## src/rtl/slot_alloc_if.sv

```systemverilog
// Request/response bus between the barcode/keypad front end and the slot translator.
// The slave modport is the translator's view; the master modport is the requester's view.
interface slot_alloc_if #(
    parameter int unsigned N_SLOTS   = 16,
    parameter int unsigned ID_DIGITS = 13,
    parameter int unsigned IDX_W     = 6
);
    localparam int unsigned IDW = 8 * ID_DIGITS;

    logic                 req_valid;
    logic                 req_ready;
    logic                 req_op;
    logic                 req_src;
    logic [IDW-1:0]       req_id;
    logic [IDX_W-1:0]     req_idx;
    logic                 rsp_valid;
    logic [1:0]           rsp_status;
    logic [IDX_W-1:0]     rsp_slot;
    logic [IDX_W-1:0]     rsp_row;
    logic [IDX_W-1:0]     rsp_col;
    logic [N_SLOTS-1:0]   occupancy;
    logic [IDX_W:0]       free_count;

    modport slave (
        input  req_valid, req_op, req_src, req_id, req_idx,
        output req_ready, rsp_valid, rsp_status, rsp_slot, rsp_row, rsp_col,
               occupancy, free_count
    );

    modport master (
        output req_valid, req_op, req_src, req_id, req_idx,
        input  req_ready, rsp_valid, rsp_status, rsp_slot, rsp_row, rsp_col,
               occupancy, free_count
    );
endinterface

```

## src/rtl/slot_alloc_translator.sv

```systemverilog
// Table-driven locker slot allocator: saves IDs into the lowest free slot and finds
// them again by ID or by manual index, reporting slot/row/column plus a status code.
module slot_alloc_translator #(
    parameter int unsigned N_SLOTS   = 16,
    parameter int unsigned ID_DIGITS = 13,
    parameter int unsigned COLS      = 4,
    parameter int unsigned IDX_W     = 6
) (
    input  logic         clk,
    input  logic         rst_n,
    slot_alloc_if.slave  bus
);
    localparam int unsigned IDW = 8 * ID_DIGITS;
    localparam int unsigned KW  = (N_SLOTS > 1) ? $clog2(N_SLOTS) : 1;
    localparam int unsigned CW  = IDX_W + 1;

    localparam logic [1:0] ST_OK        = 2'b00;
    localparam logic [1:0] ST_FULL      = 2'b01;
    localparam logic [1:0] ST_NOT_FOUND = 2'b10;
    localparam logic [1:0] ST_REJECT    = 2'b11;

    typedef enum logic [1:0] {S_IDLE, S_SCAN, S_RESP} state_e;

    state_e             r_state;
    state_e             w_state_nxt;

    logic [KW-1:0]      r_k;
    logic               r_op;
    logic               r_src;
    logic [IDW-1:0]     r_cap_id;
    logic               r_free_found;
    logic [KW-1:0]      r_free_slot;
    logic               r_match_found;
    logic [KW-1:0]      r_match_slot;

    logic [N_SLOTS-1:0] r_occ;
    logic [N_SLOTS-1:0] r_idv;
    logic [IDW-1:0]     r_tab_id [N_SLOTS];
    logic [CW-1:0]      r_free_cnt;

    logic               r_ready;
    logic               r_rsp_valid;
    logic [1:0]         r_rsp_status;
    logic [IDX_W-1:0]   r_rsp_slot;
    logic [IDX_W-1:0]   r_rsp_row;
    logic [IDX_W-1:0]   r_rsp_col;

    logic               w_hs;
    logic               w_k_free;
    logic               w_k_match;
    logic               w_k_last;
    logic               w_match_any;
    logic [KW-1:0]      w_match_slot;
    logic               w_free_any;
    logic [KW-1:0]      w_free_slot;
    logic               w_idx_ok;
    logic               w_idx_occ;
    logic               w_load_rsp;
    logic [1:0]         w_status_nxt;
    logic [IDX_W-1:0]   w_slot_nxt;
    logic [IDX_W-1:0]   w_row_nxt;
    logic [IDX_W-1:0]   w_col_nxt;
    logic               w_upd;
    logic [KW-1:0]      w_upd_slot;

    assign w_hs      = bus.req_valid & r_ready;
    assign w_k_last  = (r_k == KW'(N_SLOTS - 1));
    assign w_k_free  = ~r_occ[r_k];
    assign w_k_match = r_occ[r_k] & r_idv[r_k] & (r_tab_id[r_k] == r_cap_id);

    // Fold the final scanned entry into the running results so RESP can be entered directly.
    assign w_match_any  = r_match_found | w_k_match;
    assign w_match_slot = r_match_found ? r_match_slot : r_k;
    assign w_free_any   = r_free_found | w_k_free;
    assign w_free_slot  = r_free_found ? r_free_slot : r_k;

    assign w_idx_ok  = (bus.req_idx < IDX_W'(N_SLOTS));
    assign w_idx_occ = w_idx_ok & r_occ[bus.req_idx[KW-1:0]];

    assign w_row_nxt = IDX_W'(w_slot_nxt / IDX_W'(COLS));
    assign w_col_nxt = IDX_W'(w_slot_nxt % IDX_W'(COLS));

    assign w_upd      = (r_state == S_RESP) && (r_rsp_status == ST_OK);
    assign w_upd_slot = r_rsp_slot[KW-1:0];

    // Next-state and response decision.
    always_comb begin
        w_state_nxt  = r_state;
        w_load_rsp   = 1'b0;
        w_status_nxt = ST_OK;
        w_slot_nxt   = '0;
        case (r_state)
            S_IDLE: begin
                if (w_hs) begin
                    if (bus.req_src) begin
                        w_state_nxt = S_RESP;
                        w_load_rsp  = 1'b1;
                        w_slot_nxt  = bus.req_idx;
                        if (!w_idx_ok)
                            w_status_nxt = ST_REJECT;
                        else if (!bus.req_op)
                            w_status_nxt = w_idx_occ ? ST_REJECT : ST_OK;
                        else
                            w_status_nxt = w_idx_occ ? ST_OK : ST_NOT_FOUND;
                    end else begin
                        w_state_nxt = S_SCAN;
                    end
                end
            end
            S_SCAN: begin
                if (w_k_last) begin
                    w_state_nxt = S_RESP;
                    w_load_rsp  = 1'b1;
                    if (!r_op) begin
                        if (w_match_any) begin
                            w_status_nxt = ST_REJECT;
                            w_slot_nxt   = IDX_W'(w_match_slot);
                        end else if (!w_free_any) begin
                            w_status_nxt = ST_FULL;
                        end else begin
                            w_slot_nxt   = IDX_W'(w_free_slot);
                        end
                    end else if (w_match_any) begin
                        w_slot_nxt   = IDX_W'(w_match_slot);
                    end else begin
                        w_status_nxt = ST_NOT_FOUND;
                    end
                end
            end
            S_RESP:  w_state_nxt = S_IDLE;
            default: w_state_nxt = S_IDLE;
        endcase
    end

    // Control, scan tracking and response registers.
    always_ff @(posedge clk or negedge rst_n) begin
        if (!rst_n) begin
            r_state       <= S_IDLE;
            r_k           <= '0;
            r_op          <= 1'b0;
            r_src         <= 1'b0;
            r_cap_id      <= '0;
            r_free_found  <= 1'b0;
            r_free_slot   <= '0;
            r_match_found <= 1'b0;
            r_match_slot  <= '0;
            r_ready       <= 1'b1;
            r_rsp_valid   <= 1'b0;
            r_rsp_status  <= ST_OK;
            r_rsp_slot    <= '0;
            r_rsp_row     <= '0;
            r_rsp_col     <= '0;
        end else begin
            r_state     <= w_state_nxt;
            r_ready     <= (w_state_nxt == S_IDLE);
            r_rsp_valid <= w_load_rsp;
            if (w_load_rsp) begin
                r_rsp_status <= w_status_nxt;
                r_rsp_slot   <= w_slot_nxt;
                r_rsp_row    <= w_row_nxt;
                r_rsp_col    <= w_col_nxt;
            end
            if (r_state == S_IDLE && w_hs) begin
                r_op          <= bus.req_op;
                r_src         <= bus.req_src;
                r_cap_id      <= bus.req_id;
                r_k           <= '0;
                r_free_found  <= 1'b0;
                r_match_found <= 1'b0;
            end else if (r_state == S_SCAN) begin
                r_k <= r_k + KW'(1);
                if (!r_free_found && w_k_free) begin
                    r_free_found <= 1'b1;
                    r_free_slot  <= r_k;
                end
                if (!r_match_found && w_k_match) begin
                    r_match_found <= 1'b1;
                    r_match_slot  <= r_k;
                end
            end
        end
    end

    // Slot table; committed on the edge that ends the response cycle.
    always_ff @(posedge clk or negedge rst_n) begin
        if (!rst_n) begin
            r_occ      <= '0;
            r_idv      <= '0;
            r_free_cnt <= CW'(N_SLOTS);
            for (int i = 0; i < int'(N_SLOTS); i++) r_tab_id[i] <= '0;
        end else if (w_upd) begin
            if (!r_op) begin
                r_occ[w_upd_slot] <= 1'b1;
                r_idv[w_upd_slot] <= ~r_src;
                if (!r_src) r_tab_id[w_upd_slot] <= r_cap_id;
                r_free_cnt <= r_free_cnt - CW'(1);
            end else begin
                r_occ[w_upd_slot] <= 1'b0;
                r_idv[w_upd_slot] <= 1'b0;
                r_free_cnt <= r_free_cnt + CW'(1);
            end
        end
    end

    assign bus.req_ready  = r_ready;
    assign bus.rsp_valid  = r_rsp_valid;
    assign bus.rsp_status = r_rsp_status;
    assign bus.rsp_slot   = r_rsp_slot;
    assign bus.rsp_row    = r_rsp_row;
    assign bus.rsp_col    = r_rsp_col;
    assign bus.occupancy  = r_occ;
    assign bus.free_count = r_free_cnt;
endmodule

```

## src/flat_wrapper.sv

```systemverilog
// flat-port wrapper written by rule: the top's interface ports become plain ports
module slot_alloc_translator_flat 
#(
    parameter int unsigned N_SLOTS   = 16,
    parameter int unsigned ID_DIGITS = 13,
    parameter int unsigned COLS      = 4,
    parameter int unsigned IDX_W     = 6
)
  (clk, rst_n, bus_req_valid, bus_req_op, bus_req_src, bus_req_id, bus_req_idx, bus_req_ready, bus_rsp_valid, bus_rsp_status, bus_rsp_slot, bus_rsp_row, bus_rsp_col, bus_occupancy, bus_free_count);
  slot_alloc_if #(.N_SLOTS(N_SLOTS), .ID_DIGITS(ID_DIGITS), .IDX_W(IDX_W)) bus_i ();
  input  logic clk;
  input  logic rst_n;
  input wire logic [$bits(bus_i.req_valid)-1:0] bus_req_valid;
  input wire logic [$bits(bus_i.req_op)-1:0] bus_req_op;
  input wire logic [$bits(bus_i.req_src)-1:0] bus_req_src;
  input wire logic [$bits(bus_i.req_id)-1:0] bus_req_id;
  input wire logic [$bits(bus_i.req_idx)-1:0] bus_req_idx;
  output wire logic [$bits(bus_i.req_ready)-1:0] bus_req_ready;
  output wire logic [$bits(bus_i.rsp_valid)-1:0] bus_rsp_valid;
  output wire logic [$bits(bus_i.rsp_status)-1:0] bus_rsp_status;
  output wire logic [$bits(bus_i.rsp_slot)-1:0] bus_rsp_slot;
  output wire logic [$bits(bus_i.rsp_row)-1:0] bus_rsp_row;
  output wire logic [$bits(bus_i.rsp_col)-1:0] bus_rsp_col;
  output wire logic [$bits(bus_i.occupancy)-1:0] bus_occupancy;
  output wire logic [$bits(bus_i.free_count)-1:0] bus_free_count;
  assign bus_i.req_valid = bus_req_valid;
  assign bus_i.req_op = bus_req_op;
  assign bus_i.req_src = bus_req_src;
  assign bus_i.req_id = bus_req_id;
  assign bus_i.req_idx = bus_req_idx;
  assign bus_req_ready = bus_i.req_ready;
  assign bus_rsp_valid = bus_i.rsp_valid;
  assign bus_rsp_status = bus_i.rsp_status;
  assign bus_rsp_slot = bus_i.rsp_slot;
  assign bus_rsp_row = bus_i.rsp_row;
  assign bus_rsp_col = bus_i.rsp_col;
  assign bus_occupancy = bus_i.occupancy;
  assign bus_free_count = bus_i.free_count;
  slot_alloc_translator #(.N_SLOTS(N_SLOTS), .ID_DIGITS(ID_DIGITS), .COLS(COLS), .IDX_W(IDX_W)) u_core (.clk(clk), .rst_n(rst_n), .bus(bus_i));
endmodule
```

## config.mk

```make
export PLATFORM = sky130hd
export DESIGN_NAME = slot_alloc_translator_flat
export DESIGN_NICKNAME = d
export VERILOG_FILES = /design/src/rtl/slot_alloc_if.sv /design/src/rtl/slot_alloc_translator.sv /design/src/flat_wrapper.sv
export SDC_FILE = /design/constraint.sdc
export NUM_CORES = 2
export LEC_CHECK = 0
export ABC_AREA = 1
export CAP_MARGIN = 20
export CORE_MARGIN = 5
export CORE_UTILIZATION = 60
export DETAILED_ROUTE_END_ITERATION = 6
export GPL_ROUTABILITY_DRIVEN = 0
export PLACE_DENSITY = 0.77
export SYNTH_ARGS = -nofsm -noshare
export SYNTH_HDL_FRONTEND = slang
export SYNTH_SLANG_ARGS = --single-unit
```

## constraint.sdc

```tcl
create_clock -name clk -period 4.1 [get_ports clk]
set_input_delay 0.41 -clock clk [delete_from_list [all_inputs] [get_ports clk]]
set_output_delay 0.41 -clock clk [all_outputs]
set_load 0.02 [all_outputs]
```

# [Word-level counts from Yosys, hierarchy flattened]
# Cells that the tools add are included.
[op_classes] bitwise_logic=16 magnitude_cmp=8 n_reduce_logical=19 muxes=56 n_addsub=3 eq_ne=4
[op_table] op="$bwmux W1664" count=1
[op_table] op="$bmux W104 S4" count=1
[op_table] op="$demux W104 S4" count=1
[op_table] op="$mux W104" count=3
[op_table] op="$eq A104 B104 Y1" count=1
[op_table] op="$and A16 B16 Y16" count=2
[op_table] op="$mux W16" count=2
[op_table] op="$mux W6" count=5
[op_table] op="$mux W2" count=13
[op_table] op="$mux W4" count=6
[op_table] op="$bwmux W16" count=1
[op_table] op="$not A16 Y16" count=1
[op_table] op="$or A16 B16 Y16" count=1
[op_table] op="$lt A4 B5 Y1 const B" count=3
[op_table] op="$mux W1" count=14
[op_table] op="$bmux W1 S4" count=3
[op_table] op="$pmux W6 S2" count=1
[op_table] op="$ge A5 B5 Y1 const B" count=2
[op_table] op="$not A4 Y5" count=2
[op_table] op="$reduce_and A3 Y1" count=3
[op_table] op="$pmux W2 S2" count=2
[op_table] op="$add A7 B1 Y7 const B" count=1
[op_table] op="$mux W7" count=1
[op_table] op="$sub A7 B1 Y7 const B" count=1
[op_table] op="17 further kinds" count=35
[totals] inputBits=115 ff_bits=1841 word_cells=140 output_inout_bits=45

# [Longest topological paths before layout]
[logic_depth] depth_word=11 depth_mapped=25 depth_no_buf=21

# [Worst setup path after synthesis]
# No wires, ideal clock.
[synth_timing] path_kind="reg-to-reg" startpoint="reg u_core.r_rsp_status[1] (netlist: u_core.bus.rsp_status[1])" endpoint="reg u_core.r_tab_id[1034] in the netlist's numbering" slack_ps=1691 required_ps=3967 setup_time_ps=133 stages_incl_launch_ff=13 period_less_slack_ps=2409 t_arrival_ps=2276 cell_sequence="dfrtp_1 nor2_1 and3_1 clkbuf_1 inv_1 nor3_1 buf_2 nand4_1 clkbuf_1 buf_2 clkbuf_1 nand2_1 o21ai_0"
[synth_via] elab_chain_cells=3
[synth_rtl] item="from (decl)" line_no="slot_alloc_translator.sv:43" text="logic [1:0] r_rsp_status;"
[synth_rtl] item="from (signal assigned)" line_no="slot_alloc_translator.sv:158" text="r_rsp_status <= w_status_nxt;"
[synth_rtl] item="$logic_not A2 Y1" line_no="slot_alloc_translator.sv:83" text="assign w_upd = (r_state == S_RESP) && (r_rsp_status == ST_OK);"
[synth_rtl] item="$logic_and A1 B1 Y1" line_no="slot_alloc_translator.sv:83"
[synth_rtl] item="$reduce_and A3 Y1 (no line)"
[synth_rtl] item="to (signal, indexed assignment)" line_no="slot_alloc_translator.sv:195" text="if (!r_src) r_tab_id[w_upd_slot] <= r_cap_id;"
[synth_rtl] item="to (decl)" line_no="slot_alloc_translator.sv:38" text="logic [IDW-1:0] r_tab_id [N_SLOTS];"
# Every way passes these cells.
# A chain may end at the register's enable or synchronous reset.

# [Final worst setup path]
[layout_timing] startpoint="reg u_core.r_k[0]" endpoint="reg u_core.r_match_slot[1]"
[layout_via] elab_chain_cells=8 elab_cells_between_ends=13 cone_classes="1 x eq/ne; 7 x mux; 3 x bitwise; 2 x reduce/logical"
[layout_rtl] item="from (decl)" line_no="slot_alloc_translator.sv:27" text="logic [KW-1:0] r_k;"
[layout_rtl] item="from (signal assigned)" line_no="slot_alloc_translator.sv:171" text="r_k <= r_k + KW'(1);"
[layout_rtl] item="$not A4 Y5 (not written as such)" line_no="slot_alloc_translator.sv:69" text="assign w_k_match = r_occ[r_k] & r_idv[r_k] & (r_tab_id[r_k] == r_cap_id);"
[layout_rtl] item="$bmux W104 S4" line_no="slot_alloc_translator.sv:69"
[layout_rtl] item="$mux W104 (not written as such) (2 in a row)" line_no="slot_alloc_translator.sv:69"
[layout_rtl] item="$eq A104 B104 Y1" line_no="slot_alloc_translator.sv:69"
[layout_rtl] item="$and A1 B1 Y1 *" line_no="slot_alloc_translator.sv:69"
[layout_rtl] item="$logic_and A1 B1 Y1 *" line_no="slot_alloc_translator.sv:176" text="if (!r_match_found && w_k_match) begin"
[layout_rtl] item="$reduce_and A3 Y1 (no line) *"
[layout_rtl] item="to (signal assigned)" line_no="slot_alloc_translator.sv:178" text="r_match_slot <= r_k;"
[layout_rtl] item="to (decl)" line_no="slot_alloc_translator.sv:34" text="logic [KW-1:0] r_match_slot;"
# Every way passes the cells marked *; elsewhere a longest branch is shown, timed or not. The select of a mux whose other input is x is not followed.

==> results.env <==
RUN_STATUS='finished, violations left'
VIOLATIONS_IN_THE_FINAL_REPORTS='design-rule violations'
WORST_SETUP_PATH_START_KIND='register'
WORST_SKEW_PAIR.LATE_LATENCY_NS=0.82
TIMING.CRITICAL_PATH.TO_TYPE='register'
WORST_SLACK_NS=0.202
WORST-ENDPOINT-ARRIVAL_NS=4.58
FP.DIEAREA_UM2=151000
GRT_REMAINING_OVERFLOW=0
FIN_CRIT_NS=3.90
FLOP_AND_LATCH_COUNT_OUT_OF_SYNTHESIS=1835
NUMPLACEDINSTANCES=12600
POST-ROUTE-UTIL=0.669
TRITONCTS='built'
CRITICAL_PATH.MAX_FANOUT=45
N_ANTENNA_CELL=0
SYNTH-ASYNC-RESET-RATIO=1.00
IOS=160
MOST_INSTANTIATED_FLIP_FLOP_CELL_IN_THE_SYNTHESIS_NETLIST='sky130_fd_sc_hd__dfrtp_1'
SYNTHDOMINANTAREACELLTYPE='sky130_fd_sc_hd__dfrtp_1'
TIMING.FINAL.SETUP_VIOLATIONS=0
CTS_NUM_SINKS=1835
POST-DP-HPWL_UM=154000
CP_DATA_REQUIRED_TIME_NS=4.79
DR_TOTAL_VIAS=76900
REPORT.FINAL.HOLD_VIOL_COUNT=0
RSZ0062_AT_GRT='false'
DRC_ERRORS=18
NUM_ROWS=139
PRE_CTS_SLACK_NS=-0.0662
YS_WARN_COUNT=0
CELL_COUNT_FINAL_FILLERS_OUT=12900
CELLPOWERDENSITY_nW_PER_UM2=624
CTS_BUFFERS=188
CTS-HTREE-LEVELS=4
GLOBAL_ROUTE_WIRE_LENGTH_BEFORE_REPAIR_UM=418000
GLOBAL_ROUTE.USAGE.TOTAL=0.347
SYNTH_SEQUENTIAL_AREA_RATIO=0.533
AREAGROWTHSYNTHTOFINISH_PCT=11.2
SYNTHESIS.AREA_UM2=86100
SKEW_NS=0.0229
MAXSLEWHEADROOM=0.308
MAXIMUM_NUMBER_OF_PINS_ON_ONE_NET_BEFORE_GLOBAL_ROUTE_REPAIR=152
FIRST_PASS_ITERS=7
LEADING_CELL_TYPES_BY_TOTAL_AREA_AFTER_SYNTHESIS='sky130_fd_sc_hd__dfrtp_1 (53%), sky130_fd_sc_hd__nand2_1 (16%), sky130_fd_sc_hd__o21ai_0 (11%)'
CHIPHEIGHT_UM=389
WIRE_PER_INST_UM=20.5
TNS_NS=0
POST_SYNTH_INST_COUNT=11100
NETLIST.AREA_LEADER.SHARE=0.533
ANT_NETS=0
ROOT_BUF_CELL='sky130_fd_sc_hd__clkbuf_16'
SYNTH-EDFF-COUNT=0
NUMPORTBUFFERS=153
LAYOUT_CELL_SHARE_WITH_DRIVE_STRENGTH_BEYOND_1=0.0597
MAX_FREQ_MHz=257
DRV.MAX_CAP_VIOLATION_COUNT=0
FIRST_GLOBAL_VIAS=74000
YOSYS-TOP-CELLS-COUNT='sky130_fd_sc_hd__nand2_1 (3735), sky130_fd_sc_hd__o21ai_0 (1976), sky130_fd_sc_hd__dfrtp_1 (1833), sky130_fd_sc_hd__nand3_1 (992), sky130_fd_sc_hd__inv_1 (788)'
VIASPERCELL=5.95
SLEW_VIOLATIONS=0
COREAREA_UM2=143000
MAX-CLOCK-PATH-BUFFERS=3
CTS.CLK_SLEW.WORST_PATHS_NS=0.06
ANTENNA_FOUND_INITIAL=4
MAX-VDD-IR-DROP_uV=440
LEAST_MARGIN_PIN_SLEW_NS=1.04
SETUP.WORST_PATH.CLASS='register to register'
DETAIL_ROUTE.WIRELENGTH_UM=265000
FINAL.FILL_COUNT=11700
YOSYSUNIQUECELLTYPES=39
EFFECTIVE_UTILIZATION_AT_FLOORPLAN=0.602
TOTAL_NETS_FINAL=11000
SYNTHMOSTINSTANTIATEDCELL='sky130_fd_sc_hd__nand2_1'
FINAL_MIN_PERIOD_OVER_CLOCK_PERIOD=0.951
CHIPWIDTH_UM=389
SYN-MEAN-INSTANCE-AREA_UM2=7.74
LEAKAGE_uW=0.0450
HOLD_PATH.CLASS='primary input to register'
DETAIL_ROUTE.ITER0.VIOLATIONS=9698
==> worst paths after layout <==
| check | startpoint | end | slack [ns] | cells after the start |
|---|---|---|---|---|
| max | u_core.r_k[0]$_DFFE_PN0P_ | u_core.r_match_slot[1]$_DFFE_PN0P_ | 0.20 | 21 |
| min | bus_req_id[15] | u_core.r_cap_id[15]$_DFFE_PN0P_ | 0.16 | 3 |
| max reg2reg | u_core.r_k[0]$_DFFE_PN0P_ | u_core.r_match_slot[1]$_DFFE_PN0P_ | 0.20 | 21 |
| min reg2reg | u_core.bus.free_count[6]$_DFFE_PN0P_ | u_core.bus.free_count[6]$_DFFE_PN0P_ | 0.47 | 1 |
| max in group asynchronous | rst_n | u_core.r_tab_id[478]$_DFFE_PN0P_ | 2.58 | 3 |
| min in group asynchronous | rst_n | u_core.r_tab_id[1362]$_DFFE_PN0P_ | 0.26 | 2 |
==> cells by family (layout without fill, tap and decap cells) <==
kind of cell / Yosys count / count (layout) / share of synthesized area
buf+inv: 1660 / 1559 / 0.0806
simple gates: 5346 / 5346 / 0.250
xor+xnor: 6 / 6 / 0.000610
other cells: 1 / 6 / 0.0000435
flops: 1835 / 1835 / 0.533
fa+ha+maj: 8 / 8 / 0.00125
compound gates: 2265 / 2265 / 0.135
==> metal layers <==
layer	track usage	vias to the layer above	part of all wire
li1	-	34900	-
met1	0.486	36900	0.40
met2	0.534	4263	0.45
met3	0.0616	726	0.10
met4	0.158	2	0.049
met5	0	-	0.000049
==> through the flow <==
step	cell area, um2	total power (uW)	hold slack (ns)
finish	95800	59800	0.162
CTS	95700	59200	0.125
floorplan	86100	34200	0.114
detailed placement	89500	41900	0.465
global placement	89400	41600	0.459
global route	95800	62600	0.159
==> final cells by class <==
class / count / area (um2) / share of cell area
multi-input cells: 7631 / 33400 / 0.349
inverters: 793 / 3040 / 0.0317
flip-flops and latches: 1835 / 45900 / 0.480
repair inverters: 1 / 11.3 / 0.000118
repair buffers: 421 / 4770 / 0.0498
well taps: 1903 / 2380 / 0.0249
clock buffers: 287 / 5680 / 0.0593
clock inverters: 57 / 573 / 0.00598
==> state kept, by name (all words and copies together) (netlist names), named ones only <==
name                   flops
u_core.r_state             2
u_core.bus.rsp_valid       1
u_core.r_free_slot         4
u_core.bus.rsp_slot        5
u_core.r_k                 4
u_core.bus.free_count      7
u_core.r_free_found        1
u_core.r_match_found       1
u_core.bus.req_ready       1
u_core.r_tab_id         1664
u_core.bus.rsp_row         1
u_core.r_op                1
u_core.r_src               1
u_core.r_idv              16
u_core.r_cap_id          104
u_core.bus.rsp_status      2
u_core.r_match_slot        4
==> critical path, cell delays in order, from the launching register on <==
cell and delay, ns:
sky130_fd_sc_hd__dfrtp_4 0.60, sky130_fd_sc_hd__clkinv_16 0.20, sky130_fd_sc_hd__buf_12 0.27, sky130_fd_sc_hd__buf_4 0.23, sky130_fd_sc_hd__nand2_1 0.06, sky130_fd_sc_hd__nand2_1 0.05
sky130_fd_sc_hd__nand2_1 0.05, sky130_fd_sc_hd__nand3_1 0.11, sky130_fd_sc_hd__nand3_1 0.10, sky130_fd_sc_hd__nand2_1 0.07, sky130_fd_sc_hd__nand2_1 0.05, sky130_fd_sc_hd__nand2_1 0.29
sky130_fd_sc_hd__nand2_1 0.11, sky130_fd_sc_hd__nor2_2 0.35, sky130_fd_sc_hd__nand2_1 0.11, sky130_fd_sc_hd__nor2_1 0.13, sky130_fd_sc_hd__buf_4 0.16, sky130_fd_sc_hd__nand3_2 0.17
sky130_fd_sc_hd__nor2_2 0.22, sky130_fd_sc_hd__nand3_2 0.18, sky130_fd_sc_hd__nand2_1 0.11, sky130_fd_sc_hd__o21ai_1 0.06
==> layout by cell type, fill, tap and decap left out, types with 11 or more instances in the layout <==
master,instances
sky130_fd_sc_hd__nor2_1,534
sky130_fd_sc_hd__o211ai_1,87
sky130_fd_sc_hd__clkbuf_8,52
sky130_fd_sc_hd__a21oi_1,86
sky130_fd_sc_hd__or2_2,50
sky130_fd_sc_hd__nand2_1,3724
sky130_fd_sc_hd__buf_4,169
sky130_fd_sc_hd__clkbuf_16,192
sky130_fd_sc_hd__o21ai_0,1976
sky130_fd_sc_hd__nand3_1,990
sky130_fd_sc_hd__inv_1,786
sky130_fd_sc_hd__clkinv_2,37
sky130_fd_sc_hd__buf_12,95
sky130_fd_sc_hd__nand2_4,11
sky130_fd_sc_hd__dfrtp_1,1829
sky130_fd_sc_hd__clkbuf_1,43
sky130_fd_sc_hd__o21ai_1,104
sky130_fd_sc_hd__clkdlybuf4s50_1,152
==> report_power, final <==
part	internal [uW]	switching (uW)	total, uW
logic	6230	15600	21800
clock network	10100	7270	17400
registers	19300	1280	20600
==> what timing repair did <==
item / in CTS / in global routing
buffers inserted: 0 / 2
hold buffers: 1 / 0
gates cloned: 0 / 1
endpoints found under the hold margin: 76 / 0
endpoints found under the setup margin: 4 / 10
gates resized for setup: 1 / 9
Note: power is estimated with default switching activity, not from simulation.
